==> src/rtl/natural_log_arbiter.sv <==
// natural_log_arbiter: round-robin sharing of one natural_log pipeline among N_REQ requesters.
// Define NATURAL_LOG_ARBITER_CACHE_EN to answer repeated operands from a per-requester result cache.
module natural_log_arbiter #(
    parameter int N_REQ       = 4,
    parameter int LOG_LATENCY = 3
) (
    input  logic                clk,
    input  logic                reset,
    input  logic [N_REQ-1:0]    req,
    input  logic [N_REQ*24-1:0] in_8_shifted,
    output logic [N_REQ-1:0]    grant,
    output logic [N_REQ-1:0]    busy,
    output logic [N_REQ-1:0]    done,
    output logic [N_REQ*12-1:0] out_8_shifted
);
    localparam int IW = $clog2(N_REQ);
    logic [N_REQ-1:0]    grant_d, grant_q, busy_d, busy_q, done_d, done_q;
    logic [N_REQ-1:0]    elig, hit, cand, sel_oh, fin_oh;
    logic [N_REQ*12-1:0] out_d, out_q;
    logic [IW-1:0]       ptr_d, ptr_q, sel;
    logic                found;
    logic [23:0]         opnd_d, opnd_q;
    logic [LOG_LATENCY:0] tag_v_d, tag_v_q;
    logic [IW-1:0]       tag_idx_d [LOG_LATENCY+1];
    logic [IW-1:0]       tag_idx_q [LOG_LATENCY+1];
    logic [11:0]         log_out;

    function automatic logic [IW-1:0] wrap(input int v);
        return IW'(v >= N_REQ ? v - N_REQ : v);
    endfunction

    assign elig = req & ~busy_q;

`ifdef NATURAL_LOG_ARBITER_CACHE_EN
    logic [N_REQ*24-1:0] cached_d, cached_q;
    logic [N_REQ-1:0]    cache_valid_d, cache_valid_q;
    always_comb begin
        hit = '0;
        for (int i = 0; i < N_REQ; i++)
            hit[i] = elig[i] & cache_valid_q[i] & (in_8_shifted[i*24 +: 24] == cached_q[i*24 +: 24]);
    end
    // The issued operand is latched at grant but only trusted once its result has landed.
    always_comb begin
        cached_d = cached_q;
        for (int i = 0; i < N_REQ; i++)
            cached_d[i*24 +: 24] = sel_oh[i] ? in_8_shifted[i*24 +: 24] : cached_q[i*24 +: 24];
        cache_valid_d = (cache_valid_q & ~sel_oh) | fin_oh;
    end
    always_ff @(posedge clk) begin
        cached_q      <= cached_d;
        cache_valid_q <= reset ? '0 : cache_valid_d;
    end
`else
    assign hit = '0;
`endif

    always_comb begin
        cand  = elig & ~hit;
        found = 1'b0;
        sel   = '0;
        for (int k = 0; k < N_REQ; k++) begin
            if (!found && cand[wrap(int'(ptr_q) + k)]) begin
                found = 1'b1;
                sel   = wrap(int'(ptr_q) + k);
            end
        end
        sel_oh  = found ? N_REQ'(1) << sel : '0;
        fin_oh  = tag_v_q[LOG_LATENCY] ? N_REQ'(1) << tag_idx_q[LOG_LATENCY] : '0;
        ptr_d   = found ? wrap(int'(sel) + 1) : ptr_q;
        opnd_d  = found ? in_8_shifted[int'(sel)*24 +: 24] : opnd_q;
        grant_d = sel_oh | hit;
        done_d  = fin_oh | hit;
        busy_d  = (busy_q & ~fin_oh) | sel_oh;
        tag_v_d = {tag_v_q[LOG_LATENCY-1:0], found};
        tag_idx_d[0] = sel;
        for (int s = 1; s <= LOG_LATENCY; s++)
            tag_idx_d[s] = tag_idx_q[s-1];
        out_d = out_q;
        for (int i = 0; i < N_REQ; i++)
            out_d[i*12 +: 12] = fin_oh[i] ? log_out : out_q[i*12 +: 12];
    end

    always_ff @(posedge clk) begin
        if (reset) begin
            grant_q <= '0;
            busy_q  <= '0;
            done_q  <= '0;
            out_q   <= '0;
            ptr_q   <= '0;
            tag_v_q <= '0;
        end else begin
            grant_q <= grant_d;
            busy_q  <= busy_d;
            done_q  <= done_d;
            out_q   <= out_d;
            ptr_q   <= ptr_d;
            tag_v_q <= tag_v_d;
        end
    end

    always_ff @(posedge clk) begin
        opnd_q    <= opnd_d;
        tag_idx_q <= tag_idx_d;
    end

    natural_log u_log (
        .clk          (clk),
        .in_8_shifted (opnd_q),
        .out_8_shifted(log_out)
    );

    assign grant         = grant_q;
    assign busy          = busy_q;
    assign done          = done_q;
    assign out_8_shifted = out_q;
endmodule

// natural_log: ln of an unsigned 16.8 operand as unsigned 4.8, three register stages.
// Operands below 1.0 (including 0) saturate to 0; log2 fraction uses f + 0.34375*f*(1-f).
module natural_log (
    input  logic        clk,
    input  logic [23:0] in_8_shifted,
    output logic [11:0] out_8_shifted
);
    localparam logic [15:0] LN2 = 16'd45426;
    logic        small_d, small_q, small2_d, small2_q;
    logic [3:0]  exp_d, exp_q;
    logic [15:0] frac_d, frac_q;
    logic [19:0] log2_d, log2_q;
    logic [11:0] ln_d, ln_q;
    logic [4:0]  msb;
    logic [23:0] norm;
    logic [32:0] parab;
    logic [23:0] corr;
    logic [35:0] prod;

    always_comb begin
        msb = 5'd8;
        for (int i = 9; i < 24; i++)
            if (in_8_shifted[i]) msb = 5'(i);
        norm    = in_8_shifted << (5'd23 - msb);
        small_d = in_8_shifted[23:8] == 16'd0;
        exp_d   = 4'(msb - 5'd8);
        frac_d  = 16'(norm >> 7);
    end

    always_comb begin
        parab    = {17'd0, frac_q} * (33'h10000 - {17'd0, frac_q});
        corr     = {8'd0, 16'(parab >> 16)} * 24'd88;
        log2_d   = {exp_q, 16'({8'd0, frac_q} + (corr >> 8))};
        small2_d = small_q;
    end

    always_comb begin
        prod = {16'd0, log2_q} * {20'd0, LN2};
        ln_d = small2_q ? 12'd0 : 12'(prod >> 24);
    end

    always_ff @(posedge clk) begin
        small_q  <= small_d;
        exp_q    <= exp_d;
        frac_q   <= frac_d;
        small2_q <= small2_d;
        log2_q   <= log2_d;
        ln_q     <= ln_d;
    end

    assign out_8_shifted = ln_q;
endmodule
==> config.mk <==
export PLATFORM = sky130hd
export DESIGN_NAME = natural_log_arbiter
export DESIGN_NICKNAME = d
export VERILOG_FILES = /design/src/rtl/natural_log_arbiter.sv
export SDC_FILE = /design/constraint.sdc
export NUM_CORES = 1
export LEC_CHECK = 0
export BUFFER_PORTS_ARGS = -buffer_cell sky130_fd_sc_hd__buf_2
export CAP_MARGIN = 20
export CORE_ASPECT_RATIO = 1.1
export CORE_MARGIN = 8
export CORE_UTILIZATION = 25
export DETAILED_ROUTE_END_ITERATION = 16
export GPL_ROUTABILITY_DRIVEN = 0
export PLACE_DENSITY = 0.52
export RECOVER_POWER = 100
export SLEW_MARGIN = 20
export SYNTH_ARGS = -nofsm -noshare
export SYNTH_HDL_FRONTEND = slang
export SYNTH_SLANG_ARGS = --single-unit
==> constraint.sdc <==
create_clock -name clk -period 10 [get_ports clk]
set_clock_uncertainty 0.15 [all_clocks]
set_input_delay 3 -clock clk [delete_from_list [all_inputs] [get_ports clk]]
set_output_delay 3 -clock clk [all_outputs]
set_load 0.005 [all_outputs]
== Word level (Yosys, flattened, before mapping) ==
Cells that the tools add are included.

* Add/subtract/negate cells: 13
* $mul: 4
* Order comparisons: 9
* Shift-type cells: 4
* Mux-type cells: 38
* Bitwise logic cells: 5
* Reductions and logical operators: 7

{| class="wikitable"
|+ Operators with widths
! kind !! count
|-
| variable part select 96 x 8 -> 24 bit || 1
|-
| two-way mux 5 bit || 14
|-
| multiplier 20 x 15 -> 35 bit, second input constant || 1
|-
| multiplier 16 x 33 -> 32 bit || 1
|-
| left shift 24 x 5 -> 23 bit || 1
|-
| multiplier 16 x 4 -> 20 bit, second input constant || 1
|-
| two-way mux 2 bit || 9
|-
| subtractor 17 x 16 -> 18 bit, first input constant || 1
|-
| adder 16 x 15 -> 16 bit || 1
|-
| zero test 16 bit || 1
|-
| greater-or-equal comparator 3 bit, second input constant || 4
|-
| < comparator 2 x 3 -> 1 bit, second input constant || 4
|-
| subtractor 2 x 1 -> 2 bit, second input constant || 5
|-
| two-way mux 1 bit || 9
|-
| bitwise AND 4 bit || 2
|-
| binary-select mux 1 bit (select 2 bit) || 4
|-
| two-way mux 4 bit || 2
|-
| inverter 4 bit || 2
|-
| left shift 1 x 2 -> 4 bit, first input constant || 2
|-
| adder 2 x 1 -> 3 bit, second input constant || 2
|-
| adder 2 x 2 -> 3 bit, second input constant || 2
|-
| subtractor 5 bit, first input constant || 1
|-
| multiplier 2 x 2 -> 4 bit, second input constant || 1
|-
| OR 4 bit || 1
|-
| other kinds (4) || 8
|}

* Bits in registers: 152
* Input bits: 102
* Output and inout bits: 60
* Word-level logic and storage cells: 100

== Longest topological paths before layout ==
Gate-level depths: netlist (run 1).

* Depth in word-level cells: 17
* Gate-level depth with buffers: 50
* Mapped depth without buffers: 50

== Cells and area by module ==
From an unflattened synthesis (run 1), not the netlist that was laid out.

* Cell total of the unflattened synthesis: 2387
* Area, all modules: 22484.1 um2

{| class="wikitable"
|+ By module, submodules not included
! module !! instances !! cells an instance !! area an instance (um2) !! seq. area each (um2)
|-
| natural_log || 1 || 1995 || 18416.4 || 1081.0
|-
| natural_log_arbiter || 1 || 392 || 4067.7 || 2202.1
|}

== Worst setup path before layout (run 1) ==
OpenSTA, ideal clock, no wires.

* Path kind: register -> register
* Start point: reg u_log.frac_q[5]
* End point: reg u_log.log2_q[14]
* Library setup time: 72 ps
* Arrival time: 10855 ps
* Required time: 9778 ps
* Setup slack: -1077 ps
* Stages on the path, launching flop included: 46
* Buffers on the path: 1
* Period minus slack after synthesis: 11077 ps
* Cell sequence: dfxtp_1 or4_1 nor3_1 nor3b_1 nand2b_1 nor4_1 ha_1 clkbuf_1 nand2b_1 fa_1 fa_1 inv_1 fa_1 fa_1 fa_1 inv_1 fa_1 inv_1 [... 10 more ...] inv_1 fa_1 inv_1 ha_1 nand3_1 or2_2 o311a_1 fa_1 a21o_1 a21oi_1 o21bai_1 a21oi_1 o21bai_1 a21oi_1 o211ai_1 a31o_2 a21oi_1 xnor2_1

* Word-level cells in the longest chain between the ends: 4

{| class="wikitable"
|+ Ends and longest elaborated chain
! element !! RTL line !! text
|-
| start, declared || 128 || <nowiki>logic [15:0] frac_d, frac_q;</nowiki>
|-
| start signal, assigned || 162 || <nowiki>frac_q <= frac_d;</nowiki>
|-
| subtractor 17 x 16 -> 18 bit || 148 || <nowiki>parab = {17'd0, frac_q} * (33'h10000 - {17'd0, frac_q});</nowiki>
|-
| multiplier 16 x 33 -> 32 bit || 148 ||
|-
| multiplier 16 x 4 -> 20 bit || 149 || <nowiki>corr = {8'd0, 16'(parab >> 16)} * 24'd88;</nowiki>
|-
| adder 16 x 15 -> 16 bit (*) || 150 || <nowiki>log2_d = {exp_q, 16'({8'd0, frac_q} + (corr >> 8))};</nowiki>
|-
| named net u_log.log2_d[14] || 129 || <nowiki>logic [19:0] log2_d, log2_q;</nowiki>
|-
| end signal, assigned || 164 || <nowiki>log2_q <= log2_d;</nowiki>
|-
| end, declared || 129 ||
|}

Mark *: on every way through the listed nets, which the timed path passes. The rest lies on a longest branch.
A chain may end at the register's enable or synchronous reset.

== Final worst setup path (run 1) ==
* Start point: reg u_log.frac_q[5]
* End point: reg u_log.log2_q[13]

The elaborated chain is that of the path after synthesis.

==> results.json, run 1 <==
{
  "seqCellArea_sq_um": 3290,
  "crit_slowest_cell": "or4_4",
  "grt_overflow": 0,
  "core_sq_um": 87400,
  "worstHoldPathType": "register to register",
  "synth_edf_count": 24,
  "wl_per_cell_um": 14.2,
  "post-route-period-util_pct": 106,
  "clock_latency_ns": 0.45,
  "crit_top_cell": "fa_1",
  "fin_ws_ns": -0.563,
  "maxCapViolCount": 3,
  "final_net_count": 3439,
  "yosysMostFrequentCell": "inv_1",
  "io_buffers": 161,
  "status": "finished with violations",
  "min_period_ns": 10.56,
  "crit_required_ns": 10.18,
  "multi_input_area_sq_um": 17000,
  "worstPathArrival_ns": 10.74,
  "setup-violations-final": 9,
  "synth_ff_type": "dfxtp_1",
  "drt_iter0_markers": 594,
  "relSlewSlack_pct": -80.3,
  "slowest_delay_ns": 0.57,
  "antenna_found_initial": 2,
  "yosysTopAreaCell": "fa_1",
  "grt_pass1_wl_um": 90600,
  "vias": 16600,
  "synthTopCellsByArea": "fa_1, ha_1, dfxtp_1, inv_1, nand2_1",
  "avgSynthCellArea_sq_um": 9.07,
  "die_y_um": 327,
  "postRouteAntennaNets": 0,
  "ys_seq_area_share_pct": 15.0,
  "drc": 0,
  "ys_warn_count": 0,
  "h-tree-depth": 4,
  "worstMarginPinSlew_ns": 2.70,
  "cts_buffers": 17,
  "drt_wl_total_um": 55100,
  "cts_tree": "yes",
  "syn_area_sq_um": 21900,
  "std_cell_rows": 114,
  "crit_path_start_kind": "register",
  "nFillCells": 9290,
  "ys_ff_latch": 152,
  "path_clk_slew_ns": 0.06,
  "placedCellCount": 3839,
  "start_util_pct": 25.1,
  "die_area_sq_um": 97500,
  "synth_cells": 2419,
  "crit_type": "register to register",
  "area.growth.synth_to_final_pct": 20.5,
  "ios": 162,
  "grtUsageTotal_pct": 11.3,
  "fmaxAchievable_mhz": 94.7,
  "clkSinkCount": 152,
  "drt-pass1-iter-count": 4,
  "cp_max_fo": 5,
  "die_x_um": 298,
  "worstSetupEndpointType": "register",
  "place_ws_ns": -0.819,
  "clockBufferDepth": 2,
  "instances_no_fill": 3891,
  "synth_commonest_cells": "inv_1, fa_1, ha_1",
  "grt_max_degree": 59,
  "violations": "max-capacitance violations, max-slew violations, negative setup slack",
  "num_antenna_cells": 0,
  "dp_hpwl_um": 45600,
  "cts-root-buf": "clkbuf_16",
  "vias_per_cell": 4.27,
  "layout-drive-gt1-share_pct": 16.9,
  "drv_slew": 144,
  "hold_viol": 0,
  "ys_types": 83,
  "rsz0062_at_grt": "true",
  "async_flop_share_pct": 0,
  "grt_pass1_vias": 17400,
  "synth_top_area_share_pct": 28.7
}
final timing paths:
kind / start / end / slack, ns / depth (start not counted)
hold / removal: tag_idx_d[0]$_DFF_P_ / tag_idx_q[0]$_DFF_P_ / 0.18 / 0
setup / recovery: u_log.frac_q[5]$_SDFF_PN0_ / u_log.log2_q[13]$_DFF_P_ / -0.56 / 44
hold reg to reg: tag_idx_d[0]$_DFF_P_ / tag_idx_q[0]$_DFF_P_ / 0.18 / 0
setup reg to reg: u_log.frac_q[5]$_SDFF_PN0_ / u_log.log2_q[13]$_DFF_P_ / -0.56 / 44
cells by family after synthesis:
logic type | count (synthesis) | share of synthesized area (%)
flops | 152 | 15.0
compound gates | 282 | 8.67
other cells | 2 | 0.0342
mux | 41 | 2.01
simple gates | 693 | 16.0
xor+xnor | 58 | 2.35
buf+inv | 572 | 9.91
fa+ha+maj | 619 | 46.1
layer usage:
layer	global-route usage, %	part of all wire [%]
met5	0	0
met4	2.60	1.8
met3	1.69	3.4
met2	20.2	49
met1	14.3	45
through the flow:
stage | hold slack [ns] | TNS, ns | util, % | area (sq um)
final | 0.178 | -3.43 | 30.2 | 26400
after global routing | 0.184 | -8.68 | 30.2 | 26400
after CTS | 0.180 | -4.32 | 30.2 | 26400
after detailed placement | 0.162 | -5.37 | 29.1 | 25500
after global placement | 0.160 | -3.88 | 29.1 | 25500
after floorplan | 0.160 | -1.35 | - | 22200
flip-flops by register name, indices dropped and copies added (netlist names):
name,cells
ptr_q,2
grant,4
tag_v_q,4
out_8_shifted,48
opnd_q,24
tag_idx_d,6
u_log.log2_q,20
busy,4
u_log.small2_q,1
u_log.out_8_shifted,12
done,4
u_log.frac_q,16
tag_idx_q,2
u_log.small2_d,1
u_log.exp_q,4
worst max-delay path: cells and delay by family (launching register included):
kind / cells / cell delay (ns)
fa+ha+maj: 12 / 4.95
simple gates: 11 / 2.08
compound gates: 11 / 1.85
buf+inv: 7 / 0.69
xor+xnor: 3 / 0.39
flops: 1 / 0.32
cell type report:
class                           count  area share (%)
Inverter                          487            6.92
Tap cell                         1160            5.49
Multi-Input combinational cell   1706            64.4
Sequential cell                   152            12.4
Clock inverter                     15           0.772
Timing Repair Buffer              354            8.34
Clock buffer                       17            1.61
placed cells by master, fill, tap and decap left out, drive strengths merged, types with 12 or more instances in the layout:
cell / count
a21o: 19
a21oi: 101
a31oi: 37
and2: 27
and3: 35
buf: 311
clkbuf: 60
conb: 13
dfxtp: 128
edfxtp: 24
fa: 314
ha: 305
inv: 491
mux2i: 34
nand2: 243
nand2b: 141
nand3: 25
nor2: 84
nor2b: 77
nor3: 23
o21ai: 27
o21bai: 12
xnor2: 40
xor2: 18
repair_timing:
item	CTS	global route
endpoints found under the setup margin	11	13
gates resized for setup	36	29
hold buffers	0	0
pin swaps	35	34
buffers inserted	14	7
Power of run 1 is left out: the tool's default activity adds up to more than one toggle a clock period on the data nets, which glitch-free logic cannot reach.
==> inputs of run 2 (changes only) <==
--- a/config.mk
+++ b/config.mk
@@ -5,14 +5,13 @@
 export SDC_FILE = /design/constraint.sdc
 export NUM_CORES = 1
 export LEC_CHECK = 0
-export BUFFER_PORTS_ARGS = -buffer_cell sky130_fd_sc_hd__buf_2
-export CAP_MARGIN = 20
 export CORE_ASPECT_RATIO = 1.1
 export CORE_MARGIN = 8
 export CORE_UTILIZATION = 25
 export DETAILED_ROUTE_END_ITERATION = 16
+export DONT_BUFFER_PORTS = 1
 export GPL_ROUTABILITY_DRIVEN = 0
-export PLACE_DENSITY = 0.52
+export PLACE_DENSITY = 0.51
 export RECOVER_POWER = 100
 export SLEW_MARGIN = 20
 export SYNTH_ARGS = -nofsm -noshare
==> run 2 against run 1 <==
Compared with the run above:
- the run still ends with max-capacitance violations, max-slew violations, negative setup slack left
- sequential share of layout area up 0.34 points
- via count down 3.2%
- register-to-register slack better by 0.02 ns
- setup slack better by 0.023 ns
- die area unchanged
- sequential cell count unchanged
- cell area down 2.7%
- first-iteration DRC count up 11%
==> results.json, run 2 (synthesis results as in run 1) <==
{
  "final_area_sq_um": 25700,
  "clockBufferDepth": 2,
  "worstMarginPinSlew_ns": 2.09,
  "worstPathArrival_ns": 10.71,
  "crit_slowest_cell": "or4_4",
  "post-route-period-util_pct": 105,
  "utilization_pct": 29.4,
  "relSlewSlack_pct": -39.0,
  "placedCellCount": 3677,
  "antenna_found_initial": 0,
  "worstSetupEndpointType": "register",
  "crit_path_start_kind": "register",
  "area.growth.synth_to_final_pct": 17.3,
  "min_period_ns": 10.54,
  "crit_top_cell": "fa_1",
  "h-tree-depth": 4,
  "vias_per_cell": 4.32,
  "layout_common_cells": "inv_1, fa_1, ha_1",
  "grtUsageTotal_pct": 11.1,
  "hold_viol": 0,
  "num_antenna_cells": 0,
  "drt_iter0_markers": 658,
  "core_sq_um": 87400,
  "crit_type": "register to register",
  "hold_buffers": 0,
  "worstHoldPathType": "register to register",
  "crit_required_ns": 10.17,
  "grt_overflow": 0,
  "ios": 162,
  "path_clk_slew_ns": 0.06,
  "layout-drive-gt1-share_pct": 13.2,
  "grt_pass1_wl_um": 89200,
  "grt_pass1_vias": 16900,
  "slowest_delay_ns": 0.58,
  "cts_buffers": 17,
  "drt-pass1-iter-count": 4,
  "die_area_sq_um": 97500,
  "critical_path.top_delay_family": "adder cells",
  "std_cell_rows": 114,
  "cp_max_fo": 6,
  "drc": 0,
  "fin_ws_ns": -0.540,
  "die_x_um": 298,
  "grt_max_degree": 59,
  "rsz0062_at_grt": "true",
  "clkSinkCount": 152,
  "wl_per_cell_um": 14.7,
  "die_y_um": 327,
  "drt_wl_total_um": 54500,
  "postRouteAntennaNets": 0,
  "largest_register_ffs": 48,
  "setup-violations-final": 9,
  "start_util_pct": 25.1,
  "instances_no_fill": 3719,
  "vias": 16100,
  "fmaxAchievable_mhz": 94.9,
  "cts_tree": "yes",
  "drv_slew": 104,
  "whs_ns": 0.177,
  "clock_latency_ns": 0.45,
  "dpl_cell_area_sq_um": 24700,
  "maxCapViolCount": 2,
  "final_net_count": 3267,
  "violations": "max-capacitance violations, max-slew violations, negative setup slack",
  "dp_hpwl_um": 45200,
  "path_buf_inv": 2,
  "cts-root-buf": "clkbuf_16",
  "mostFrequentLayoutCell": "inv_1",
  "io_buffers": 0,
  "status": "finished with violations"
}
-- run 2: final timing paths --
check                                                 to  slack, ns                  startpoint  cells past startpoint
worst min register to register  u_log.log2_q[18]$_DFF_P_       0.18      u_log.exp_q[2]$_DFF_P_                      0
worst min-delay path            u_log.log2_q[18]$_DFF_P_       0.18      u_log.exp_q[2]$_DFF_P_                      0
worst max register to register  u_log.log2_q[15]$_DFF_P_      -0.54  u_log.frac_q[3]$_SDFF_PN0_                     41
worst max-delay path            u_log.log2_q[15]$_DFF_P_      -0.54  u_log.frac_q[3]$_SDFF_PN0_                     41
-- run 2: cell type report --
class,count,area [sq um]
Clock buffer,17,425
Timing Repair Buffer,182,1400
Tap cell,1160,1450
Inverter,487,1840
Sequential cell,152,3290
Clock inverter,15,209
Fill cell,9239,61700
Multi-Input combinational cell,1706,17100
-- run 2: layer usage --
metal	wire (um)	GRT usage, %	vias up
met3	1320	1.08	37
met4	682	2.21	0
met2	27400	19.8	242
met1	25100	14.6	7914
met5	0	0	-
li1	-	-	7887
-- run 2: timing repair --
item / in CTS / in global routing
setup endpoints to repair: 11 / 13
resized for setup: 33 / 38
pin swaps: 49 / 48
buffers inserted: 13 / 3
-- run 2: per-stage QoR --
stage / setup TNS [ns] / setup WS [ns]
3_3_place_gp: -4.13 / -0.669
4_1_cts: -3.48 / -0.561
6_report: -2.81 / -0.540
2_1_floorplan: -1.35 / -0.410
5_1_grt: -7.82 / -1.02
3_5_place_dp: -5.16 / -0.785
Power of run 2 is left out for the same reason.
==> inputs of run 3 (changes only) <==
--- a/config.mk
+++ b/config.mk
@@ -13,6 +13,7 @@
 export GPL_ROUTABILITY_DRIVEN = 0
 export PLACE_DENSITY = 0.51
 export RECOVER_POWER = 100
+export SKIP_LAST_GASP = 1
 export SLEW_MARGIN = 20
 export SYNTH_ARGS = -nofsm -noshare
 export SYNTH_HDL_FRONTEND = slang
==> run 3 against run 2 <==
Compared with the run above:
- the flow still finishes with violations (max-capacitance violations, max-slew violations, negative setup slack)
- critical path depth increased by 1
- utilization hardly changed
- worst hold slack about the same
- sequential share of layout area about the same
- highest routed layer unchanged
- die area unchanged
==> results.json, run 3 (synthesis results as in run 1) <==
{
  "status": "finished with violations",
  "violations": "max-capacitance violations, max-slew violations, negative setup slack",
  "die_y_um": 327,
  "fin_ws_ns": -0.548,
  "largest_register_ffs": 48,
  "wl_met1_um": 25100,
  "finalSetupTns_ns": -2.83,
  "start_util_pct": 25.1,
  "num_antenna_cells": 0,
  "vias_per_cell": 4.32,
  "relSlewSlack_pct": -39.0,
  "clock_latency_ns": 0.45,
  "slowest_delay_ns": 0.58,
  "cts_buffers": 17,
  "min_period_ns": 10.55,
  "clkSinkCount": 152,
  "ios": 162,
  "postRouteAntennaNets": 0,
  "mostFrequentLayoutCell": "inv_1",
  "critical_path.top_delay_family": "adder cells",
  "dp_hpwl_um": 45200,
  "die_area_sq_um": 97500,
  "final_net_count": 3267,
  "path_clk_slew_ns": 0.06,
  "h-tree-depth": 4,
  "met3WireLength_um": 1370,
  "route.met2.wl_um": 27300,
  "grt_pass1_wl_um": 89200,
  "post-route-period-util_pct": 105,
  "cts-root-buf": "clkbuf_16",
  "clockBufferDepth": 2,
  "fmaxAchievable_mhz": 94.8,
  "highest_layer": "met4",
  "die_x_um": 298,
  "crit_type": "register to register",
  "area.growth.synth_to_final_pct": 17.3,
  "worstMarginPinSlew_ns": 2.09,
  "grt_max_degree": 59,
  "layout_common_cells": "inv_1, fa_1, ha_1",
  "worstPathArrival_ns": 10.71,
  "wl_per_cell_um": 14.6,
  "layout-drive-gt1-share_pct": 13.1,
  "grt_overflow": 0,
  "rsz0062_at_grt": "true",
  "crit_slowest_cell": "or4_4",
  "grtUsageTotal_pct": 11.1,
  "cts_tree": "yes",
  "maxCapViolCount": 2,
  "crit_top_cell": "fa_1",
  "worstHoldPathType": "register to register",
  "crit_required_ns": 10.16,
  "crit_path_start_kind": "register",
  "cp_max_fo": 6,
  "drc": 0,
  "io_buffers": 0,
  "place_ws_ns": -0.785,
  "drt_iter0_markers": 662,
  "drt-pass1-iter-count": 4,
  "vias": 16100,
  "std_cell_rows": 114,
  "drv_slew": 104,
  "hold_viol": 0,
  "core_sq_um": 87400,
  "grt_pass1_vias": 16900,
  "worstSetupEndpointType": "register",
  "drt_wl_total_um": 54500,
  "antenna_found_initial": 0,
  "path_buf_inv": 2,
  "setup-violations-final": 9
}
[run 3: what timing repair did]
item | CTS | global route
resized for setup | 33 | 37
endpoints found under the hold margin | 0 | 0
pin swaps | 49 | 46
hold buffers | 0 | 0
endpoints found under the setup margin | 11 | 13
buffers inserted | 13 | 3
cloned | 0 | 0
[run 3: through the flow]
stage,instances,area (sq um),hold WS (ns),util (%)
6_report,3719,25700,0.177,29.4
5_1_grt,3719,25700,0.184,29.4
4_1_cts,3722,25600,0.179,29.3
3_5_place_dp,3677,24700,0.162,28.2
3_3_place_gp,3677,24700,0.160,28.2
2_1_floorplan,2430,22200,0.160,-
[run 3: final cells by class]
type / count / area, sq um
Clock buffer: 17 / 425
Clock inverter: 15 / 209
Fill cell: 9240 / 61700
Inverter: 487 / 1840
Multi-Input combinational cell: 1706 / 17100
Sequential cell: 152 / 3290
Tap cell: 1160 / 1450
Timing Repair Buffer: 182 / 1400
[run 3: layer usage]
metal  track usage [%]  vias up
li1                  -     7884
met1              14.6     7896
met2              19.8      236
met3              1.08       37
met4              2.21        0
met5                 0        -
[run 3: worst paths after layout]
| check | start | endpoint | slack (ns) | depth (start not counted) |
|---|---|---|---|---|
| worst max-delay path | u_log.frac_q[3]$_SDFF_PN0_ | u_log.log2_q[15]$_DFF_P_ | -0.55 | 42 |
| worst min-delay path | u_log.exp_q[2]$_DFF_P_ | u_log.log2_q[18]$_DFF_P_ | 0.18 | 0 |
| worst max register to register | u_log.frac_q[3]$_SDFF_PN0_ | u_log.log2_q[15]$_DFF_P_ | -0.55 | 42 |
| worst min register to register | u_log.exp_q[2]$_DFF_P_ | u_log.log2_q[18]$_DFF_P_ | 0.18 | 0 |
[run 3: worst register-to-register path, delay by kind of cell, from the launching register on]
family	cells	cell delay, ns
xor+xnor	3	0.45
mux	1	0.21
simple gates	13	2.22
buf+inv	2	0.14
fa+ha+maj	12	4.59
flops	1	0.32
compound gates	11	2.32
Power of run 3 is left out for the same reason.
